File: src/rtl/cache_mem_arbiter.sv
// Two-to-one arbiter sharing the next-level memory port between the icache and dcache
// controllers, with a one-cycle lock after a write so write-back + allocate stay atomic.
module cache_mem_arbiter #(
  parameter int          ADDR_W     = 32,
  parameter int          LINE_W     = 128,
  parameter int          CNT_W      = 32,
  parameter int unsigned FIXED_PRIO = 0
) (
  input  logic              clk_i,
  input  logic              rst_ni,
  input  logic              ic_req_valid_i,
  input  logic              ic_req_rw_i,
  input  logic [ADDR_W-1:0] ic_req_addr_i,
  input  logic [LINE_W-1:0] ic_req_data_i,
  output logic              ic_res_ready_o,
  output logic [LINE_W-1:0] ic_res_data_o,
  input  logic              dc_req_valid_i,
  input  logic              dc_req_rw_i,
  input  logic [ADDR_W-1:0] dc_req_addr_i,
  input  logic [LINE_W-1:0] dc_req_data_i,
  output logic              dc_res_ready_o,
  output logic [LINE_W-1:0] dc_res_data_o,
  output logic              mem_req_valid_o,
  output logic              mem_req_rw_o,
  output logic [ADDR_W-1:0] mem_req_addr_o,
  output logic [LINE_W-1:0] mem_req_data_o,
  input  logic              mem_res_ready_i,
  input  logic [LINE_W-1:0] mem_res_data_i,
  output logic [1:0]        grant_o,
  output logic [CNT_W-1:0]  no_grant_ic_o,
  output logic [CNT_W-1:0]  no_grant_dc_o,
  output logic [CNT_W-1:0]  no_conflict_o
);

  localparam logic [2:0] IDLE     = 3'd0;
  localparam logic [2:0] GRANT_IC = 3'd1;
  localparam logic [2:0] GRANT_DC = 3'd2;
  localparam logic [2:0] LOCK_IC  = 3'd3;
  localparam logic [2:0] LOCK_DC  = 3'd4;

  logic [2:0]       state_q, state_d;
  logic             last_dc_q, last_dc_d;
  logic [CNT_W-1:0] cnt_ic_q, cnt_dc_q, cnt_cf_q;
  logic             inc_ic, inc_dc, inc_cf;
  logic             arb_en;
  logic             gnt_ic, gnt_dc;

  always_comb begin
    state_d   = state_q;
    last_dc_d = last_dc_q;
    inc_ic    = 1'b0;
    inc_dc    = 1'b0;
    inc_cf    = 1'b0;
    arb_en    = 1'b0;
    case (state_q)
      IDLE: arb_en = 1'b1;
      LOCK_IC: begin
        if (ic_req_valid_i) state_d = GRANT_IC;
        else                arb_en  = 1'b1;
      end
      LOCK_DC: begin
        if (dc_req_valid_i) state_d = GRANT_DC;
        else                arb_en  = 1'b1;
      end
      GRANT_IC: begin
        if (!ic_req_valid_i)      state_d = IDLE;
        else if (mem_res_ready_i) state_d = ic_req_rw_i ? LOCK_IC : IDLE;
      end
      GRANT_DC: begin
        if (!dc_req_valid_i)      state_d = IDLE;
        else if (mem_res_ready_i) state_d = dc_req_rw_i ? LOCK_DC : IDLE;
      end
      default: state_d = IDLE;
    endcase

    // On a tie the dcache wins if it has fixed priority or the icache was granted last.
    if (arb_en) begin
      state_d = IDLE;
      inc_cf  = ic_req_valid_i && dc_req_valid_i;
      if (dc_req_valid_i && (!ic_req_valid_i || FIXED_PRIO != 0 || !last_dc_q)) begin
        state_d   = GRANT_DC;
        inc_dc    = 1'b1;
        last_dc_d = 1'b1;
      end else if (ic_req_valid_i) begin
        state_d   = GRANT_IC;
        inc_ic    = 1'b1;
        last_dc_d = 1'b0;
      end
    end
  end

  always_ff @(posedge clk_i or negedge rst_ni) begin
    if (!rst_ni) begin
      state_q   <= IDLE;
      last_dc_q <= 1'b0;
      cnt_ic_q  <= '0;
      cnt_dc_q  <= '0;
      cnt_cf_q  <= '0;
    end else begin
      state_q   <= state_d;
      last_dc_q <= last_dc_d;
      if (inc_ic) cnt_ic_q <= cnt_ic_q + CNT_W'(1);
      if (inc_dc) cnt_dc_q <= cnt_dc_q + CNT_W'(1);
      if (inc_cf) cnt_cf_q <= cnt_cf_q + CNT_W'(1);
    end
  end

  assign gnt_ic = (state_q == GRANT_IC);
  assign gnt_dc = (state_q == GRANT_DC);

  assign grant_o         = {gnt_dc, gnt_ic};
  assign mem_req_valid_o = (gnt_ic && ic_req_valid_i) || (gnt_dc && dc_req_valid_i);
  assign mem_req_rw_o    = gnt_ic ? ic_req_rw_i   : (gnt_dc ? dc_req_rw_i   : 1'b0);
  assign mem_req_addr_o  = gnt_ic ? ic_req_addr_i : (gnt_dc ? dc_req_addr_i : '0);
  assign mem_req_data_o  = gnt_ic ? ic_req_data_i : (gnt_dc ? dc_req_data_i : '0);

  // A response only counts while the granted request is still held.
  assign ic_res_ready_o = gnt_ic && ic_req_valid_i && mem_res_ready_i;
  assign dc_res_ready_o = gnt_dc && dc_req_valid_i && mem_res_ready_i;
  assign ic_res_data_o  = mem_res_data_i;
  assign dc_res_data_o  = mem_res_data_i;

  assign no_grant_ic_o = cnt_ic_q;
  assign no_grant_dc_o = cnt_dc_q;
  assign no_conflict_o = cnt_cf_q;

endmodule

File: config.mk
export PLATFORM = sky130hd
export DESIGN_NAME = cache_mem_arbiter
export DESIGN_NICKNAME = d
export VERILOG_FILES = /design/src/rtl/cache_mem_arbiter.sv
export SDC_FILE = /design/constraint.sdc
export NUM_CORES = 1
export LEC_CHECK = 0
export CAP_MARGIN = 20
export CELL_PAD_IN_SITES_DETAIL_PLACEMENT = 0
export CELL_PAD_IN_SITES_GLOBAL_PLACEMENT = 1
export CORE_AREA = 4 4 373 375
export CTS_BUF_LIST = sky130_fd_sc_hd__clkbuf_4 sky130_fd_sc_hd__clkbuf_8
export CTS_CLUSTER_DIAMETER = 60
export DETAILED_ROUTE_END_ITERATION = 7
export DIE_AREA = 0 0 377 379
export GPL_TIMING_DRIVEN = 0
export HOLD_SLACK_MARGIN = 0.1
export PLACE_DENSITY = 0.35
export SYNTH_ARGS = -nofsm -noshare
export SYNTH_HDL_FRONTEND = slang
export SYNTH_SLANG_ARGS = --single-unit
File: constraint.sdc
create_clock -name clk_i -period 3.4 [get_ports clk_i]
set_input_delay 0.68 -clock clk_i [delete_from_list [all_inputs] [get_ports clk_i]]
set_output_delay 0.68 -clock clk_i [all_outputs]
set_load 0.02 [all_outputs]
==> results of run 1 <==
how the worst max path moves through the flow:
stage	startpoint	to	slack (ns)	depth (start not counted)
3_5_place_dp	state_q[1]	mem_req_data_o[123]	-1.32	6
6_report	state_q[0]	mem_req_addr_o[28]	0.13	8
4_1_cts	state_q[0]	mem_req_data_o[123]	-0.10	9
3_3_place_gp	rst_ni	no_grant_ic_o[12]	-2.87	1
2_1_floorplan	state_q[1]	mem_req_data_o[100]	0.98	5
5_1_grt	state_q[0]	mem_req_data_o[49]	-0.003	9
state kept, by name (all words and copies together) (netlist names):
name	cells
no_conflict_o	32
no_grant_dc_o	32
no_grant_ic_o	32
state_q	3
last_dc_q	1
layout by cell type, fill, tap and decap left out, drive strengths merged, types with 2 or more instances in the layout:
| cell | synthesis | routed |
|---|---|---|
| a2111oi | 5 | 5 |
| a211o | 2 | 2 |
| a21oi | 5 | 5 |
| a22o | 161 | 161 |
| and2 | 4 | 4 |
| and3 | 20 | 20 |
| and4 | 8 | 8 |
| buf | 268 | 314 |
| clkbuf | 37 | 76 |
| clkdlybuf4s15 | 0 | 22 |
| clkdlybuf4s50 | 0 | 679 |
| dfrtp | 100 | 100 |
| diode | 0 | 19 |
| dlygate4sd2 | 0 | 70 |
| ha | 3 | 3 |
| inv | 10 | 14 |
| mux2 | 3 | 3 |
| nand2 | 28 | 28 |
| nand2b | 3 | 3 |
| nand3 | 34 | 34 |
| nand3b | 3 | 3 |
| nand4 | 39 | 39 |
| nand4b | 3 | 3 |
| nor2 | 14 | 14 |
| nor3 | 12 | 12 |
| nor4 | 18 | 18 |
| o21ai | 2 | 2 |
| or4 | 2 | 2 |
| xnor2 | 59 | 59 |
| xor2 | 34 | 34 |
stage by stage:
stage / cells / cell area, um2 / util / setup TNS, ns / hold slack [ns]
global placement: 3511 / 19000 / 0.140 / -457.59 / 0.461
global route: 3538 / 19100 / 0.141 / -0.00328 / 0.174
finish: 3550 / 19200 / 0.142 / 0 / 0.175
CTS: 3531 / 19200 / 0.142 / -0.103 / 0.138
floorplan: 887 / 8330 / - / 0 / 0.384
detailed placement: 3517 / 19100 / 0.141 / -136.01 / 0.469
per-layer routing:
layer | global-route usage | wire, um
met5 | 0 | 260
met4 | 0.0200 | 1950
met3 | 0.0508 | 8720
met2 | 0.233 | 49800
met1 | 0.137 | 35400
where the power goes:
group / switching [mW] / internal (mW)
Combinational: 4.66 / 2.85
Clock: 0.509 / 0.284
Sequential: 0.200 / 1.31
Total: 5.37 / 4.45
worst max-delay path: cells and delay by family (launching register included):
kind,cells,cell delay [ns]
AOI/OAI and AO/OA,1,0.23
and+or+nand+nor,1,0.21
DFF,1,0.39
buffers and inverters,6,1.33
kinds of logic after synthesis:
group                      count (synthesis)  share of synthesized area
AOI/OAI and AO/OA                        180                      0.194
DFF                                      100                      0.300
adders and majority gates                  3                    0.00451
buffers and inverters                    315                      0.261
muxes                                      3                    0.00405
and+or+nand+nor                          193                      0.138
xor gates and xnor gates                  93                     0.0978
repair_timing:
item                       CTS  global route
gates resized for setup    444            74
setup endpoints to repair  166            50
buffers inserted             1             0
pin swaps                    1             0
final cells by class:
class,count,area [um2],share of cell area
Sequential cell,100,2500,0.131
Clock buffer,10,131,0.00686
Multi-Input combinational cell,472,3720,0.194
Buffer,303,2280,0.119
Tap cell,1781,2230,0.116
Clock inverter,5,42.5,0.00222
Timing Repair Buffer,850,8170,0.426
Antenna cell,19,47.5,0.00248
Inverter,10,37.5,0.00196
==> results.md, run 1 <==
- Status: finished, final reports clean
- WS Path Type: flop to primary output
- Yosys reg bits: 100
- Root Buffer: clkbuf_8
- Syn_nets: 1,345
- Fmax: 0.306 GHz
- Fin. max-slew vios: 0
- Register area share after synthesis: 0.300
- Maximum VDD drop: 0.000199 V
- Total power: 9.81 mW
- CP peak stage delay: 0.44 ns
- Count leader, synth: buf_4
- Final WL: 96.1 mm
- Worst-Margin Slew: 1.01 ns
- Antenna-violating nets left: 0
- Fillers: 15,400
- Global route overflow: 0
- Slew margin rel.: 0.326
- Critical path's slowest cell: dlygate4sd2_1
- # IOs: 973
- CTS tree: done
- Total core area: 135,000 um2
- Synth area leaders: dfrtp_1 30%, buf_4 23%, a22o_1 17%, xnor2_1 6.2%, xor2_1 3.6%
- I/O Buffers: 843
- # DRC: 0
- Max Cap Viol: 0
- HP Class: input pin to asynchronous set/reset pin
- Final worst-path cycle share: 0.963
- Main synth FF type: dfrtp_1
- EDFF count, synth: 0
- Crit path DAT: 2.59 ns
- Total GRT Usage: 0.126
- Top-area cell type share of the netlist area: 0.300
- Average cell area after synthesis: 9.39 um2
- Initial DRC Count: 492
- Async SR Flop Fraction: 1.00
- Max clock buf depth: 2
- Clock Sinks: 100
- First-pass GRT wire length: 119 mm
- Power Density: 512 nW/um2
- Antenna violations before repair: 65
- Cell taking the most area after synthesis: dfrtp_1
- RR Endpoint: no_grant_ic_o[30]
- Worst setup margin: 0.127 ns
- Pre-antenna DRT Iters: 4
- Post-synth top cells: 259 x buf_4, 161 x a22o_1, 100 x dfrtp_1
- Worst setup SP type: flop
- Vias per Instance: 2.96
- Critical Path RT: 2.72 ns
- Row count: 135
- Chip width: 377 um
- Reg clk slew, reported paths: 0.12 ns
- Starting Density: 0.0616
- Final hold vios: 0
- H-tree Lvls: 3
- Leakage: 7.86 nW
- Worst reg2reg path depth: 5
- Mapped Cells: 887
- Die height: 379 um
- Critical-path maximum fanout: 10
- Layout Skew: 0.0182 ns
- Vias in the first global route: 11,000
- Die Footprint: 143,000 um2
- Setup-failing EPs final: 0
- FF-to-FF setup slack: 0.90 ns
- Fin crit period: 3.27 ns
- Critical path endpoint category: primary output
- Crit-path cells: buf_4 > inv_1 > nor3_4 > buf_4 > clkbuf_8 > clkbuf_2 > a22o_1 > dlygate4sd2_1
- Post-Place Worst Slack: -1.32 ns
- Global placer's final weighted congestion: 0.887
- CTS hold repair buffers: 0
- Avg WL per Cell: 27.1 um
- Post-Synthesis Cell Area: 8330 um2
- Nets: 2,204
- Unrepaired setup endpoints after global routing: yes
- Most used cell along the critical path: buf_4
- Number of vias in the routed layout: 10,500
- Post-DP HPWL: 88.6 mm
- Proportion of layout cells with a drive suffix above 1: 0.249
- TritonCTS Buffers: 9
- Synth warn: 0
- Worst-Skew Late Latency: 0.42 ns
- Pin count of the biggest net entering global routing: 60
- R2r startpoint: no_grant_ic_o[10]
- Synth cell types: 42
- Layout area overhead: 130%
Power figures use the tool's default switching activity.
==> run 2: changes to the inputs <==
Settings changed: CTS_CLUSTER_SIZE from default to 30, REMOVE_ABC_BUFFERS from default to 1.
==> results.md, run 2 (synthesized netlist as in run 1, its figures left out) <==
- Fin. max-slew vios: 0
- Avg WL per Cell: 58.7 um
- M2 GR Usage: 0.426
- Starting Density: 0.0616
- TritonCTS Buffers: 9
- Nets: 1,685
- Fin crit period: 3.31 ns
- Routing usage on met1: 0.166
- Critical Path RT: 2.72 ns
- Max clock buf depth: 2
- Power Density: 708 nW/um2
- Fin cells: 3,025
- Vias in the first global route: 9,695
- Worst reg2reg path depth: 6
- Proportion of layout cells with a drive suffix above 1: 0.156
- Chip width: 377 um
- Most Used Layer, Global Route: met2
- Crit path DAT: 2.63 ns
- Vias per Instance: 3.14
- Initial DRC Count: 638
- Worst setup margin: 0.0947 ns
- WS Path Type: flop to primary output
- # DRC: 0
- Met3 GRT Util: 0.250
- Root Buffer: clkbuf_8
- Post-Place Worst Slack: -0.802 ns
- RR Endpoint: no_conflict_o[13]
- Critical-path maximum fanout: 11
- Critical path endpoint category: primary output
- Global route overflow: 0
- Row count: 135
- Reg clk slew, reported paths: 0.12 ns
- Inst Count DP: 2,985
- Die height: 379 um
- Pre-antenna DRT Iters: 4
- Antenna-violating nets left: 0
- CTS tree: done
- Final hold vios: 0
- H-tree Lvls: 3
- Antenna violations before repair: 57
- Most frequent cells in the layout: 432 x clkdlybuf4s50_1, 150 x a22o_1, 97 x dfrtp_1
- Slew margin rel.: 0.210
- Leakage: 5.63 nW
- I/O Buffers: 588
- Fillers: 15,500
- Max Cap Viol: 0
- Global placer's final weighted congestion: 0.878
- HP Class: input pin to asynchronous set/reset pin
- Total power: 10.7 mW
- Final Util: 0.111
- Final non-filler cell area: 15,100 um2
- Final worst-path cycle share: 0.972
- Worst-Skew Late Latency: 0.43 ns
- First-pass GRT wire length: 200 mm
- Fmax: 0.303 GHz
- Commonest non-fill, non-tap cell in the layout: clkdlybuf4s50_1
- Worst setup SP type: flop
- Layout Skew: 0.0196 ns
- Final TNS setup: 0 ns
- # IOs: 973
- Total GRT Usage: 0.240
- Pin count of the biggest net entering global routing: 53
- Final WL: 178 mm
- Post-DP HPWL: 165 mm
- Worst-Margin Slew: 1.18 ns
- FF-to-FF setup slack: 0.52 ns
- Unrepaired setup endpoints after global routing: no
- Number of vias in the routed layout: 9,513
- Total core area: 135,000 um2
- Status: finished, final reports clean
- Layout area overhead: 80.8%
- Die Footprint: 143,000 um2
- Setup-failing EPs final: 0
- Maximum VDD drop: 0.000212 V
- Clock Sinks: 100
- R2r startpoint: state_q[2]
- Dpl cell area: 14,700 um2
- Final hold slack: 0.200 ns
-- run 2: cell type report --
| type | instances | area (um2) | area share |
|---|---|---|---|
| diodes | 12 | 30.0 | 0.00199 |
| clock buffers | 9 | 124 | 0.00822 |
| clock inverters | 7 | 88.8 | 0.00590 |
| inverters | 10 | 37.5 | 0.00249 |
| multi-input cells | 472 | 3770 | 0.250 |
| flip-flops and latches | 100 | 2510 | 0.166 |
| well taps | 1781 | 2230 | 0.148 |
| repair buffers | 634 | 6280 | 0.417 |
-- run 2: how the worst max path moves through the flow --
| stage | cells after the start | end | slack, ns | startpoint |
|---|---|---|---|---|
| 3_3_place_gp | 3 | mem_req_data_o[24] | -16.99 | state_q[1] |
| 3_5_place_dp | 11 | mem_req_data_o[25] | -0.80 | state_q[0] |
| 4_1_cts | 10 | mem_req_data_o[0] | -0.01 | state_q[2] |
| 5_1_grt | 10 | mem_req_data_o[0] | 0.000009 | state_q[0] |
| 2_1_floorplan | 2 | mem_req_addr_o[0] | -8.10 | state_q[0] |
| 6_report | 8 | mem_req_addr_o[8] | 0.09 | state_q[2] |
-- run 2: critical path: stages, from the launching register on --
cell and delay, ns:
dfrtp_2 0.47, nor3_4 0.22, buf_6 0.15, buf_6 0.14, buf_8 0.16, buf_6 0.18, buf_6 0.16, a22o_1 0.15
clkdlybuf4s15_2 0.52
-- run 2: report_power, final --
| group | internal [mW] | total (mW) | leakage, nW | switching [mW] |
|---|---|---|---|---|
| Clock | 0.299 | 0.862 | 0.106 | 0.562 |
| Sequential | 1.31 | 1.50 | 1.32 | 0.192 |
| Combinational | 2.75 | 8.30 | 4.20 | 5.55 |
-- run 2: layer usage --
layer / vias to the layer above / wire length (um)
met1: 4437 / 43500
li1: 3643 / -
met3: 163 / 39000
met5: - / 1240
met4: 32 / 6330
met2: 1238 / 87600
-- run 2: what timing repair did --
| action | CTS | global route |
|---|---|---|
| gates resized for setup | 504 | 13 |
| hold buffers | 0 | 0 |
| buffers inserted | 10 | 1 |
| pin swaps | 2 | 2 |
| setup endpoints to repair | 165 | 38 |
